===== src/rtl/run_ctrl.sv =====
// Core run controller: holds the core in reset, runs it until halt, breakpoint
// or cycle limit, then freezes it for inspection. Breakpoint exit needs RUN_CTRL_PC_BREAK_EN.
module run_ctrl #(
  parameter int RST_CYCLES = 2,
  parameter int MAX_CYCLES = 40,
  parameter int CNT_W      = 16,
  parameter int PC_W       = 32
) (
  input  logic             clk,
  input  logic             rst,
  input  logic             start,
  input  logic             halt_req,
  input  logic [PC_W-1:0]  pc,
  input  logic [PC_W-1:0]  break_pc,
  output logic             core_rst,
  output logic             run,
  output logic             done,
  output logic             timeout,
  output logic             bp_hit,
  output logic [CNT_W-1:0] cycle_count
);

  // state | meaning
  // IDLE  | core held in reset, waiting for start
  // RESET | core reset asserted for RST_CYCLES cycles
  // RUN   | core clock enabled, counting cycles
  // DONE  | core frozen out of reset, result flags held
  localparam logic [1:0] S_IDLE  = 2'd0;
  localparam logic [1:0] S_RESET = 2'd1;
  localparam logic [1:0] S_RUN   = 2'd2;
  localparam logic [1:0] S_DONE  = 2'd3;

  localparam int RW = (RST_CYCLES > 1) ? $clog2(RST_CYCLES) : 1;
  localparam logic [RW-1:0]    RST_LOAD = RW'(RST_CYCLES - 1);
  localparam logic [CNT_W-1:0] LIMIT    = CNT_W'(MAX_CYCLES);

  logic [1:0]       state;
  logic [RW-1:0]    rst_cnt;
  logic [CNT_W-1:0] cnt_next;
  logic             limit_hit;
  logic             bp_cond;
  logic             bp_q;
  logic             run_exit;

  // Saturating increment; only matters when the limit is disabled.
  assign cnt_next  = (cycle_count == '1) ? cycle_count : cycle_count + 1'b1;
  assign limit_hit = (MAX_CYCLES != 0) && (cnt_next == LIMIT);

`ifdef RUN_CTRL_PC_BREAK_EN
  assign bp_cond = (pc == break_pc);
  assign bp_hit  = bp_q;
`else
  logic unused_bp;
  assign bp_cond   = 1'b0;
  assign bp_hit    = 1'b0;
  assign unused_bp = ^{pc, break_pc, bp_q};
`endif

  assign run_exit = halt_req | bp_cond | limit_hit;

  always_ff @(posedge clk) begin
    if (!rst) begin
      state       <= S_IDLE;
      rst_cnt     <= '0;
      core_rst    <= 1'b1;
      run         <= 1'b0;
      done        <= 1'b0;
      timeout     <= 1'b0;
      bp_q        <= 1'b0;
      cycle_count <= '0;
    end else begin
      case (state)
        S_IDLE, S_DONE: begin
          if (start) begin
            state       <= S_RESET;
            rst_cnt     <= RST_LOAD;
            core_rst    <= 1'b1;
            run         <= 1'b0;
            done        <= 1'b0;
            timeout     <= 1'b0;
            bp_q        <= 1'b0;
            cycle_count <= '0;
          end
        end
        S_RESET: begin
          if (rst_cnt == '0) begin
            state    <= S_RUN;
            core_rst <= 1'b0;
            run      <= 1'b1;
          end else begin
            rst_cnt <= rst_cnt - 1'b1;
          end
        end
        S_RUN: begin
          cycle_count <= cnt_next;
          if (run_exit) begin
            state <= S_DONE;
            run   <= 1'b0;
            done  <= 1'b1;
            // halt_req outranks both flags, breakpoint outranks the limit
            if (!halt_req) begin
              if (bp_cond) bp_q    <= 1'b1;
              else         timeout <= 1'b1;
            end
          end
        end
        default: state <= S_IDLE;
      endcase
    end
  end

endmodule


===== config.mk =====
export PLATFORM = sky130hd
export DESIGN_NAME = run_ctrl
export DESIGN_NICKNAME = d
export VERILOG_FILES = /design/src/rtl/run_ctrl.sv
export SDC_FILE = /design/constraint.sdc
export NUM_CORES = 1
export LEC_CHECK = 0
export CORE_MARGIN = 8
export CORE_UTILIZATION = 45
export CTS_BUF_LIST = sky130_fd_sc_hd__clkbuf_4
export DETAILED_ROUTE_END_ITERATION = 10
export PLACE_DENSITY = 0.87
export SYNTH_ARGS = -nofsm -noshare
export SYNTH_HDL_FRONTEND = slang
export SYNTH_SLANG_ARGS = --single-unit

===== constraint.sdc =====
create_clock -name clk -period 7.9 [get_ports clk]
set_clock_uncertainty 0.2 [all_clocks]
set_input_delay 1.58 -clock clk [delete_from_list [all_inputs] [get_ports clk]]
set_output_delay 1.58 -clock clk [all_outputs]
set_load 0.01 [all_outputs]

Word level (Yosys, flattened, before mapping)

Cells that the tools add are included.

Bits in registers: 23
Output and inout port bits: 21

Add/sub/neg operators: 2
Eq/ne operators: 9
Mux-type cells: 21
Bitwise operators: 1
Reductions and logical operators: 10

Operators with widths:

| cell                                                 | count |
|---|---|
| 2-to-1 mux 16 bit                                    | 2 |
| one-hot mux 16 bit (2 select lines)                  | 1 |
| adder 16 x 1 -> 16 bit, second input constant        | 1 |
| equality test 16 bit, second input constant          | 1 |
| equality test 16 x 6 -> 1 bit, second input constant | 1 |
| 2-to-1 mux 1 bit                                     | 9 |
| AND reduction 3 bit                                  | 3 |
| != test 2 bit, second input constant                 | 4 |
| one-hot mux 1 bit (2 select lines)                   | 4 |
| 2-to-1 mux 2 bit                                     | 3 |
| one-hot mux 2 bit (3 select lines)                   | 1 |
| equality test 2 bit, second input constant           | 2 |
| AND reduction 2 bit                                  | 2 |
| AND reduction 4 bit                                  | 1 |
| nonzero test 2 bit                                   | 2 |
| one-hot mux 1 bit (3 select lines)                   | 1 |
| equality test 2 x 1 -> 1 bit, second input constant  | 1 |
| logical NOT 2 bit                                    | 1 |
| OR reduction 2 bit                                   | 1 |
| bitwise OR 1 bit                                     | 1 |
| subtractor 1 bit, second input constant              | 1 |

Logic depth before layout (Yosys ltp)

Gate-level depths: netlist (run 1).

Depth in word-level cells: 6
Gate-level depth with buffers: 9
Mapped depth without buffers: 8

Worst setup path after synthesis (run 1)

No wires, ideal clock.

Kind: input to register
Start point: input start
End point: register cycle_count[1]
Arrival time: 2.469 ns
Path slack: 5.103 ns
Cell stages on the path: 6
Path through: nand2b_1 > nand2_1 > clkbuf_1 > o21ai_0 > a22oi_1 > nor2_1

Cells in the longest elaborated chain, start to end: 2

RTL lines:

| element                       | RTL line | RTL |
|---|---|---|
| start, declared               | 11       | `input logic start,` |
| != test 2 bit (no line)       | n/a      |  |
| AND reduction 2 bit (no line) | n/a      |  |
| end signal, assigned          | 95       | `cycle_count <= cnt_next;` |
| end, declared                 | 20       | `output logic [CNT_W-1:0] cycle_count` |

No other way between the ends.
A chain may end at the register's enable or synchronous reset.

Worst setup path in the final report (run 1)

Ends and elaborated chain as after synthesis.

==> results.md, run 1 <==
- The total number of yosys warnings is 0.
- The number of detailed-routing iterations run before antenna repair is 4.
- Of all nets on the critical path, the largest fanout is 13.
- sky130_fd_sc_hd__o21ai_0 is the most common cell in the netlist.
- The final clock period utilization by the worst path is 0.435.
- The TritonCTS buffer count is 3.
- The final-layout setup total negative slack is 0 ns.
- The kind of start point of the critical path is a primary input.
- The total wire length is 4150 um.
- For this design, the CTS-stage hold fixing added 0 buffers.
- In this run the worst hold path is classified as reg2reg.
- The area taken by multi-input logic gates is 1140 um^2.
- The final layout contains 304 nets.
- The total power per unit cell area is 193 nW/um^2.
- The transition at the pin with the smallest max-transition slack is 0.875 ns.
- The maximum operating frequency is 291 MHz.
- The final antenna-violating net count is 0.
- The final-report hold violation count came to 0.
- The commonest cells after synthesis are sky130_fd_sc_hd__o21ai_0, sky130_fd_sc_hd__dfxtp_1, sky130_fd_sc_hd__nor2_1.
- At the later pin of the worst-skew pair, clock insertion delay measures 0.31 ns.
- The width of the die is 78.3 um.
- The synthesized design contains 0 enable-type register cells.
- 0 antenna diodes ended up in the layout.
- In this run the mean area of a mapped cell was 7.90 um^2.
- CTS saw 23 sinks.
- The sequential share of the synthesized area is 0.264.
- Synthesis produced 221 cells.
- The worst path in the final design needs a cycle of 3.43 ns, including I/O delays and setup.
- The weighted congestion at the end of routability-driven global placement is 0.886.
- The sum of overflow across all layers after global routing is 0.
- In this run, synthesis produced a sequential element count of 23.
- STA puts the critical path data required time at 7.88 ns.
- The flow ran to the end, and the final reports show no timing, DRC or antenna violations.
- After clock tree synthesis, the clock-pin slew on the worst setup and hold paths is 0.12 ns.
- The initial antenna violation count came to 0.
- The first global-routing pass estimated 7310 um of wire.
- The via count is 1690.
- By startpoint and endpoint, the worst setup path is classified as in2reg.
- The count of distinct cell types in the synthesized netlist is 60.
- IR analysis of the VDD net gives a maximum drop of 0.208 mV.
- At the end of the flow the core is filled with cells to 0.526.
- The buffer cell driving the clock tree root is sky130_fd_sc_hd__clkbuf_4.
- The register cell area after layout is 460 um^2.
- The starting density of the core is 0.474.
- Pin placement for this block handled 89 I/O pins.
- In the final routed layout, each cell accounts on average for 14.9 um.
- For this run, asynchronously set or reset flops after synthesis account for 0.
- Sorting the synthesized cells by area gives the leading types as sky130_fd_sc_hd__dfxtp_1, sky130_fd_sc_hd__o21ai_0, sky130_fd_sc_hd__nor2_1.
- The share of synthesized area in the top cell type comes to 0.264.
- The maximum root-to-sink buffer count is 2.
- Of the cells placed in the final design, the portion with a size suffix greater than 1 is 0.126.
- The synthesized netlist occupies a cell area of 1750 um^2.
- The leakage power is 0.684 nW.
- After routing the design area is 1940 um^2.
- In this run the tightest slew margin relative to its limit is 0.415.
- In this run the post-CTS setup repair buffer count came out at 0.
- The row count is 22.
- The number of buffers inserted by port buffering is 23.
- The most common flop cell mapped by yosys is sky130_fd_sc_hd__dfxtp_1.
- The final count of negative-setup-slack endpoints is 0.
- In the routed design, unresolved DRC markers number 0.
- The first-iteration detailed-routing DRC count is 171.
- The core outline area is 3690 um^2.
- The number of nets handed over by synthesis was 293.
- In this run, post-CTS repair resized a total of 0 instances.
- In the routed layout, each cell is associated on average with a via count of 6.06.
- After legalization and detailed placement, the total HPWL measured 2920 um.
- The startpoint identified for the worst hold timing path is run$_SDFFE_PN0P_.
- Entering global routing, the biggest net connects 23 pins.
- The die covers 6130 um^2.
- CTS built an H-tree with a depth of 1.
- The max-capacitance violation count is 0.
- The area after detailed placement is 1910 um^2.
- TritonCTS built the clock tree.
- The sort of element at the end of the critical path is a register.
- The endpoint arrival time on the critical path is 3.42 ns.
- Setup repair after global routing left no endpoint under its margin.
- The source of the critical timing path is start.
- The floorplan step set the die height to 78.3 um.
- The worst reg2reg path startpoint is cycle_count[0]$_SDFFE_PN0P_.
- The worst hold margin is 0.286 ns.
- The signed area change from the synthesized netlist to the final layout is 11.1%.
- The via count of the first global-routing pass is 1625.
- The number of pins with negative max-slew slack in the final report is 0.
- In the global route stage, overall resource usage came out at 0.138.
- The cell type with the largest total area after synthesis is sky130_fd_sc_hd__dfxtp_1.
- The filler cell count is 367.
[where the power goes]
group          switching (W)  internal [W]
combinational       0.000110     0.0000658
clock              0.0000355     0.0000231
sequential         0.0000110      0.000129
[layout by cell type, fill, tap and decap left out, types with 3 or more instances in the layout]
master and count:
sky130_fd_sc_hd__nor2_1 23, sky130_fd_sc_hd__clkdlybuf4s50_1 23, sky130_fd_sc_hd__a21oi_1 17, sky130_fd_sc_hd__inv_1 4, sky130_fd_sc_hd__nand2_1 20, sky130_fd_sc_hd__ha_1 4, sky130_fd_sc_hd__nand3_1 6, sky130_fd_sc_hd__nand2b_1 3
sky130_fd_sc_hd__o21ai_0 24, sky130_fd_sc_hd__a311oi_1 3, sky130_fd_sc_hd__o211ai_1 3, sky130_fd_sc_hd__dfxtp_1 23, sky130_fd_sc_hd__nor3_1 16, sky130_fd_sc_hd__clkbuf_4 4
[cell families after synthesis]
group | share of synthesized area
compound gates | 0.266
xor+xnor | 0.0100
fa+ha+maj | 0.0287
buf+inv | 0.0809
flops | 0.264
mux | 0.00573
other cells | 0.00215
simple gates | 0.343
[path summary, 6_finish.rpt]
check,end,slack (ns),cells past startpoint
max reg2reg,done$_SDFFE_PN0P_,4.51,8
max,cycle_count[1]$_SDFFE_PN0P_,4.47,6
min,run$_SDFFE_PN0P_,0.29,2
min reg2reg,run$_SDFFE_PN0P_,0.29,2
[metrics by stage]
| stage | std cells | power [W] | setup slack, ns |
|---|---|---|---|
| after floorplan | 221 | 0.000271 | 5.10 |
| after global placement | 275 | 0.000309 | 4.23 |
| after detailed placement | 275 | 0.000315 | 4.16 |
| after CTS | 279 | 0.000376 | 4.50 |
| after global routing | 279 | 0.000405 | 4.26 |
| final | 279 | 0.000374 | 4.47 |
[critical path, cell delays in order]
cell and delay (ns):
sky130_fd_sc_hd__clkdlybuf4s50_1 0.52, sky130_fd_sc_hd__nor2b_1 0.13, sky130_fd_sc_hd__nor2_1 0.70, sky130_fd_sc_hd__o21ai_0 0.23
sky130_fd_sc_hd__a22oi_1 0.20, sky130_fd_sc_hd__nor2_1 0.05
[sequential cells by signal, indices dropped and copies added (netlist names)]
register / flops
done: 1
core_rst: 1
cycle_count: 16
state: 2
timeout: 1
rst_cnt: 1
run: 1
[final cells by class]
type,count,share of cell area
tap,48,0.0309
clock buffer,4,0.0155
timing repair buffer,23,0.119
multi-input combinational,177,0.590
sequential,23,0.237
inverter,4,0.00774
[per-layer routing]
layer	vias up	routed length (um)	share of wire	GRT usage
li1	842	-	-	-
met1	785	1850	0.45	0.167
met2	57	1980	0.48	0.234
met3	6	276	0.067	0.0399
met4	0	40	0.0096	0.0352
met5	-	0	0	0
Note: power is estimated with default switching activity, not from simulation.
==> inputs of run 2 (changes only) <==
--- a/config.mk
+++ b/config.mk
@@ -6,10 +6,10 @@
 export NUM_CORES = 1
 export LEC_CHECK = 0
 export CORE_MARGIN = 8
-export CORE_UTILIZATION = 45
+export CORE_UTILIZATION = 37
 export CTS_BUF_LIST = sky130_fd_sc_hd__clkbuf_4
 export DETAILED_ROUTE_END_ITERATION = 10
-export PLACE_DENSITY = 0.87
+export PLACE_DENSITY = 0.76
 export SYNTH_ARGS = -nofsm -noshare
 export SYNTH_HDL_FRONTEND = slang
 export SYNTH_SLANG_ARGS = --single-unit
==> constraint.sdc (replaced) <==
create_clock -name clk -period 2.9 [get_ports clk]
set_clock_uncertainty 0.2 [all_clocks]
set_input_delay 0.58 -clock clk [delete_from_list [all_inputs] [get_ports clk]]
set_output_delay 0.58 -clock clk [all_outputs]
set_load 0.01 [all_outputs]
==> run 2 against run 1 <==
- wire length rose by 5.5%
- core utilization decreased by 8.4 points
- global-route usage down 1.4 points
==> results.md, run 2 (same netlist as run 1, synthesis figures left out) <==
- In the layout the commonest cells are sky130_fd_sc_hd__o21ai_0, sky130_fd_sc_hd__nor2_1, sky130_fd_sc_hd__clkdlybuf4s50_1, sky130_fd_sc_hd__dfxtp_1, sky130_fd_sc_hd__nand2_1.
- Dividing the final minimum period by the clock period gives 0.921.
- The run finished with clean final reports.
- The maximum root-to-sink buffer count came to 2 (unchanged).
- The number of buffers inserted by port buffering was 23 (unchanged).
- The worst voltage drop across the vdd grid is 0.371 mV (+79%).
- The filler cell count is 454 (+24%).
- The worst hold path class is reg2reg.
- The number of top-level design ports is 89 (unchanged).
- The number of detailed-routing iterations run before antenna repair came to 4 (unchanged).
- The share of final-layout standard cells stronger than drive strength 1 came to 0.178 (+0.0521).
- The final antenna diode count is 0 (unchanged).
- The via count is 1702 (+0.71%).
- The kind of start point of the critical path is a register.
- The maximum number of pins on one net before global-route repair came to 17 (-26%).
- The number of H-tree levels came to 1 (unchanged).
- The worst-case headroom to the max-slew limit came to 0.397 (-0.0172).
- The row count is 25 (+14%).
- The most numerous cell type found on the critical path is sky130_fd_sc_hd__buf_4.
- The net count reported at finish is 315 (+3.6%).
- The TritonCTS buffer count was 3 (unchanged).
- The total power per unit cell area is 507 nW/um^2 (+160%).
- The transition at the pin with the smallest max-transition slack was 0.901 ns (+0.0257 ns).
- In this run the critical register-to-register path is launched from cycle_count[1]$_SDFFE_PN0P_.
- The core outline area is 4630 um^2 (+26%).
- The commonest non-fill, non-tap cell in the layout is sky130_fd_sc_hd__o21ai_0.
- The detailed placement HPWL is 3160 um (+8.0%).
- The global-route usage over all layers is 0.124 (-0.0142).
- For this design, the slowest cell found on the critical path is sky130_fd_sc_hd__dfxtp_2.
- The worst hold path terminates at timeout$_SDFFE_PN0P_.
- In the final layout, the registers with the most flip-flops are cycle_count (16), state (2).
- The DRC violation count after routing is 0 (unchanged).
- The endpoint required time on the critical path is 2.94 ns (-4.94 ns).
- The worst setup path is of the reg2reg kind.
- The TritonCTS sink count came to 23 (unchanged).
- The area after detailed placement was 2000 um^2 (+4.7%).
- The final count of negative-setup-slack endpoints is 0 (unchanged).
- The startpoint identified for the worst hold timing path is timeout$_SDFFE_PN0P_.
- The number of buffers inserted for hold repair after clock tree synthesis is 0 (unchanged).
- The final antenna-violating net count came to 0 (unchanged).
- The final-layout setup total negative slack is 0 ns (unchanged).
- The sum of overflow across all layers after global routing is 0 (unchanged).
- The area of the die was 7170 um^2 (+17%).
- The max-capacitance violation count is 0 (unchanged).
- The depth of the most critical reg-to-reg path is 10 (+2).
- The final-report hold violation count is 0 (unchanged).
- STA classifies the critical path endpoint as a register.
- The final routed wire length divided by cell count is 14.8 um (-0.56%).
- The die outline height was 84.7 um (+8.2%).
- The insertion delay of the later-clocked pin in the worst-skew pair was 0.32 ns (about the same).
- The signal on the critical path passes through ha_2 > nand4_2 > buf_4 > nor3_1 > and3_2 > o2111ai_2 > nor4_4 > buf_4 > o21ai_2 > a211oi_1.
- The signed area change from the synthesized netlist to the final layout is 17.0%.
- The total wire length came to 4370 um (+5.5%).
- The leakage power is 0.756 nW (+11%).
- The TritonCTS clock tree is yes.
- The depth of the worst hold-timing path is 2 (unchanged).
- In this run the critical register-to-register path is captured at state[0]$_SDFFE_PN0P_.
- The worst hold margin is 0.286 ns (-0.000797 ns).
- The highest net fanout along the worst path is 6 (-7).
- The final non-filler cell area is 2040 um^2 (+5.4%).
- The endpoint arrival time on the critical path is 2.71 ns (-0.71 ns).
- Setup repair after global routing left no endpoint under its margin.
- The maximum operating frequency is 374 MHz.
- The register with the most flip-flops in the final layout is cycle_count.
- The via count of the first global-routing pass was 1605 (-1.2%).
- The starting density of the core is 0.377 (-0.0962).
- The worst setup slack for register-to-register paths came to 0.23 ns (-4.28 ns).
- The per-cell via count in the routed design is 5.75 (-5.1%).
- The number of pins with negative max-slew slack in the final report is 0 (unchanged).
- The buffer cell driving the clock tree root is sky130_fd_sc_hd__clkbuf_4.
- The weighted congestion at the end of routability-driven global placement is 0.873 (-1.5%).
- The wire length of the first global-routing pass was 7560 um (+3.3%).
- The clock-pin slew on the worst setup and hold paths is 0.14 ns (+0.02 ns).
- The initial antenna violation count is 0 (unchanged).
- The width of the die is 84.7 um (+8.2%).
- The total power after layout came to 0.00104 W (+180%).
- The stage delay of the slowest cell on the critical path is 0.41 ns (-0.29 ns).
- The flip-flop count of the largest register after layout is 16 (unchanged).
- The first-iteration detailed-routing DRC count came to 149 (-13%).
- The shortest clock period the worst path allows after layout is 2.67 ns.
run 2: changes by cell type in the layout (fill, tap and decap cells not counted):
cell | before | now
sky130_fd_sc_hd__nor4_2 | 1 | 0
sky130_fd_sc_hd__ha_1 | 4 | 3
sky130_fd_sc_hd__nor4_4 | 2 | 3
sky130_fd_sc_hd__dfxtp_1 | 23 | 22
sky130_fd_sc_hd__buf_4 | 0 | 11
sky130_fd_sc_hd__dfxtp_2 | 0 | 1
sky130_fd_sc_hd__and4_2 | 1 | 2
sky130_fd_sc_hd__ha_2 | 0 | 1
sky130_fd_sc_hd__and4_1 | 2 | 1
run 2: critical path: cells and delay by family, from the launching register on:
kind	cells	cell delay, ns
simple gates	4	0.86
compound gates	3	0.44
buf+inv	2	0.42
flops	1	0.41
fa+ha+maj	1	0.26
run 2: per-stage QoR:
step	cells	util	setup slack, ns
floorplan	221	-	0.211
global placement	292	0.432	0.212
detailed placement	292	0.432	0.186
CTS	296	0.439	0.135
global route	296	0.442	0.0145
finish	296	0.442	0.228
run 2: area by class of cell:
type / instances / area (um^2) / share of cell area
Clock buffer: 4 / 30.0 / 0.0147
Inverter: 4 / 15.0 / 0.00734
Multi-Input combinational cell: 177 / 1160 / 0.566
Sequential cell: 23 / 462 / 0.226
Tap cell: 54 / 67.6 / 0.0330
Timing Repair Buffer: 34 / 313 / 0.153
run 2: worst max-delay path by stage:
| stage | start | cells after the start | endpoint | slack (ns) |
|---|---|---|---|---|
| floorplan | cycle_count[0]$_SDFFE_PN0P_ | 8 | done$_SDFFE_PN0P_ | 0.21 |
| global placement | cycle_count[1]$_SDFFE_PN0P_ | 9 | state[0]$_SDFFE_PN0P_ | 0.21 |
| detailed placement | cycle_count[1]$_SDFFE_PN0P_ | 9 | state[0]$_SDFFE_PN0P_ | 0.19 |
| CTS | cycle_count[1]$_SDFFE_PN0P_ | 9 | state[0]$_SDFFE_PN0P_ | 0.13 |
| global route | cycle_count[5]$_SDFFE_PN0P_ | 8 | state[0]$_SDFFE_PN0P_ | 0.01 |
| finish | cycle_count[1]$_SDFFE_PN0P_ | 10 | state[0]$_SDFFE_PN0P_ | 0.23 |
run 2: where the power goes:
group          internal (W)  switching, W
Combinational      0.000185      0.000308
Clock             0.0000632      0.000104
Sequential         0.000351     0.0000239
run 2: routing by layer:
layer,part of all wire,global-route usage,vias to the layer above
met3,0.049,0.0244,6
met2,0.47,0.206,38
li1,-,-,858
met4,0.016,0.0421,0
met5,0,0,-
met1,0.46,0.155,800
run 2: what timing repair did:
item,in CTS,in global routing
setup buffers,0,0
endpoints found under the setup margin,0,3
hold endpoints to repair,0,0
resized for setup,0,4
==> variant, RTL diff (config.mk and constraints of run 2) <==
Change the parameter `MAX_CYCLES` from 40 to 39.
--- a/src/rtl/run_ctrl.sv
+++ b/src/rtl/run_ctrl.sv
@@ -4,3 +4,3 @@
   parameter int RST_CYCLES = 2,
-  parameter int MAX_CYCLES = 40,
+  parameter int MAX_CYCLES = 39,
   parameter int CNT_W      = 16,
Behaviour: no difference found for any inputs over 10 cycles, from zero or initial values and one cycle with rst low; that may be too few to reach the edited logic, so the function may still have changed.
==> variant against run 2 <==
Synthesized cell count down 7.2%; power up 6.9%; synthesized area down 7.2%; wire length down 6.0%; global-route usage up 0.18 points; cell area down 7.0%; worst setup slack better by 0.061 ns; sequential cell count unchanged; non-clock buffer count down 4; sequential share of layout area up 1.6 points; fmax up 2.3%; count of clock-buffer cells in the layout down 1.
==> variant: results (changes against run 2) <==
* Fillers at 451 (was 454)
* Largest net degree at the start of global routing at 21 (was 17)
* Synth top area cells: dfxtp_1, nor2_1, o21ai_0, a21oi_1, nand2_1 (was dfxtp_1, o21ai_0, nor2_1, a21oi_1, nor3_1)
* VDD IR max at 0.504 mV (was 0.371 mV)
* Vias in the first global route at 1548 (was 1605)
* Seq/Total Area, Yosys at 28.4% (was 26.4%)
* Worst path slowest cell: dfxtp_1 (was dfxtp_2)
* Hold path startpoint: done (was timeout)
* GRT met3 Usage at 1.84% (was 2.44%)
* Status: completed (unchanged)
* DRT iter0 DRCs at 166 (was 149)
* Cells after Synth at 205 (was 221)
* Sw Share at 43.9% (was 42.1%)
* Synth top cells by count: nor2_1, dfxtp_1, nand2_1, o21ai_0, a21oi_1 (was o21ai_0, dfxtp_1, nor2_1, nand2_1, a21oi_1)
* GR Util met1 at 15.5% (about the same)
* WP data arrival at 2.66 ns (was 2.71 ns)
* Vias per inst at 5.83 (was 5.75)
* Drt total wl at 4110 microns (was 4370 microns)
* Routed vias at 1614 (was 1702)
* First-pass GRT wire length at 6960 microns (was 7560 microns)
* Crit Path Max Fanout at 9 (was 6)
* RePlAce Congestion at 0.853 (was 0.873)
* Relative slew slack at 53.7% (was 39.7%)
* Post-Synthesis Net Count at 277 (was 293)
* Synth cell types at 59 (was 60)
[variant: cell types whose count changed in the layout (fill, tap and decap cells not counted), moves of 3 or more]
cell,before,now
o31ai_1,0,3
nor2_1,23,27
buf_4,11,7
nor3_1,16,2
nand4_1,2,5
a311oi_1,3,7
o21ai_0,24,16
[variant: final cells by class]
cell class,count,area share (%)
timing repair buffer,30,14.9
clock inverter,1,0.395
multi-input combinational,162,54.7
sequential,23,24.2
clock buffer,3,1.18
tap,52,3.42
inverter,6,1.18
[variant: per-stage QoR]
| stage | worst slack, ns | area (sq um) |
|---|---|---|
| after CTS | 0.304 | 1900 |
| final | 0.289 | 1900 |
| after global placement | 0.397 | 1870 |
| after floorplan | 0.579 | 1620 |
| after global routing | 0.146 | 1900 |
| after detailed placement | 0.370 | 1870 |
[variant: per-layer routing]
metal | part of all wire, % | routed length [microns] | up-vias
met4 | 1.2 | 49 | 0
met2 | 47 | 1950 | 40
met3 | 5.3 | 217 | 4
met5 | 0 | 0 | -
met1 | 46 | 1900 | 768
li1 | - | - | 802
[variant: final timing paths]
| path | end | slack [ns] | depth (start not counted) |
|---|---|---|---|
| setup / recovery | state[1] | 0.29 | 9 |
| hold / removal | done | 0.28 | 2 |
| setup reg to reg | state[1] | 0.29 | 9 |
| hold reg to reg | done | 0.28 | 2 |
[variant: logic make-up (layout without fill, tap and decap cells)]
| group | Yosys count | in the layout | share of synthesized area (%) |
|---|---|---|---|
| AOI/OAI and AO/OA | 67 | 67 | 27.9 |
| xor gates and xnor gates | 3 | 3 | 1.62 |
| and+or+nand+nor | 85 | 85 | 30.0 |
| buffers and inverters | 20 | 40 | 7.48 |
| muxes | 2 | 2 | 1.23 |
| adders and majority gates | 4 | 4 | 3.09 |
| other | 1 | 1 | 0.231 |
| DFF | 23 | 23 | 28.4 |
[variant: worst reg2reg max path: cells and delay by family (launching register included)]
family                     cells  cell delay [ns]
and+or+nand+nor                3             0.76
DFF                            1             0.52
AOI/OAI and AO/OA              4             0.67
buffers and inverters          1             0.14
adders and majority gates      1             0.24
[variant: power by group through the flow]
stage                     Clock, mW  Combinational (mW)  Sequential [mW]
after global placement            0               0.547            0.391
after CTS                     0.173               0.556            0.386
after floorplan                   0               0.371            0.391
after detailed placement          0               0.555            0.393
after global routing          0.183               0.623            0.390
final                         0.162               0.560            0.385
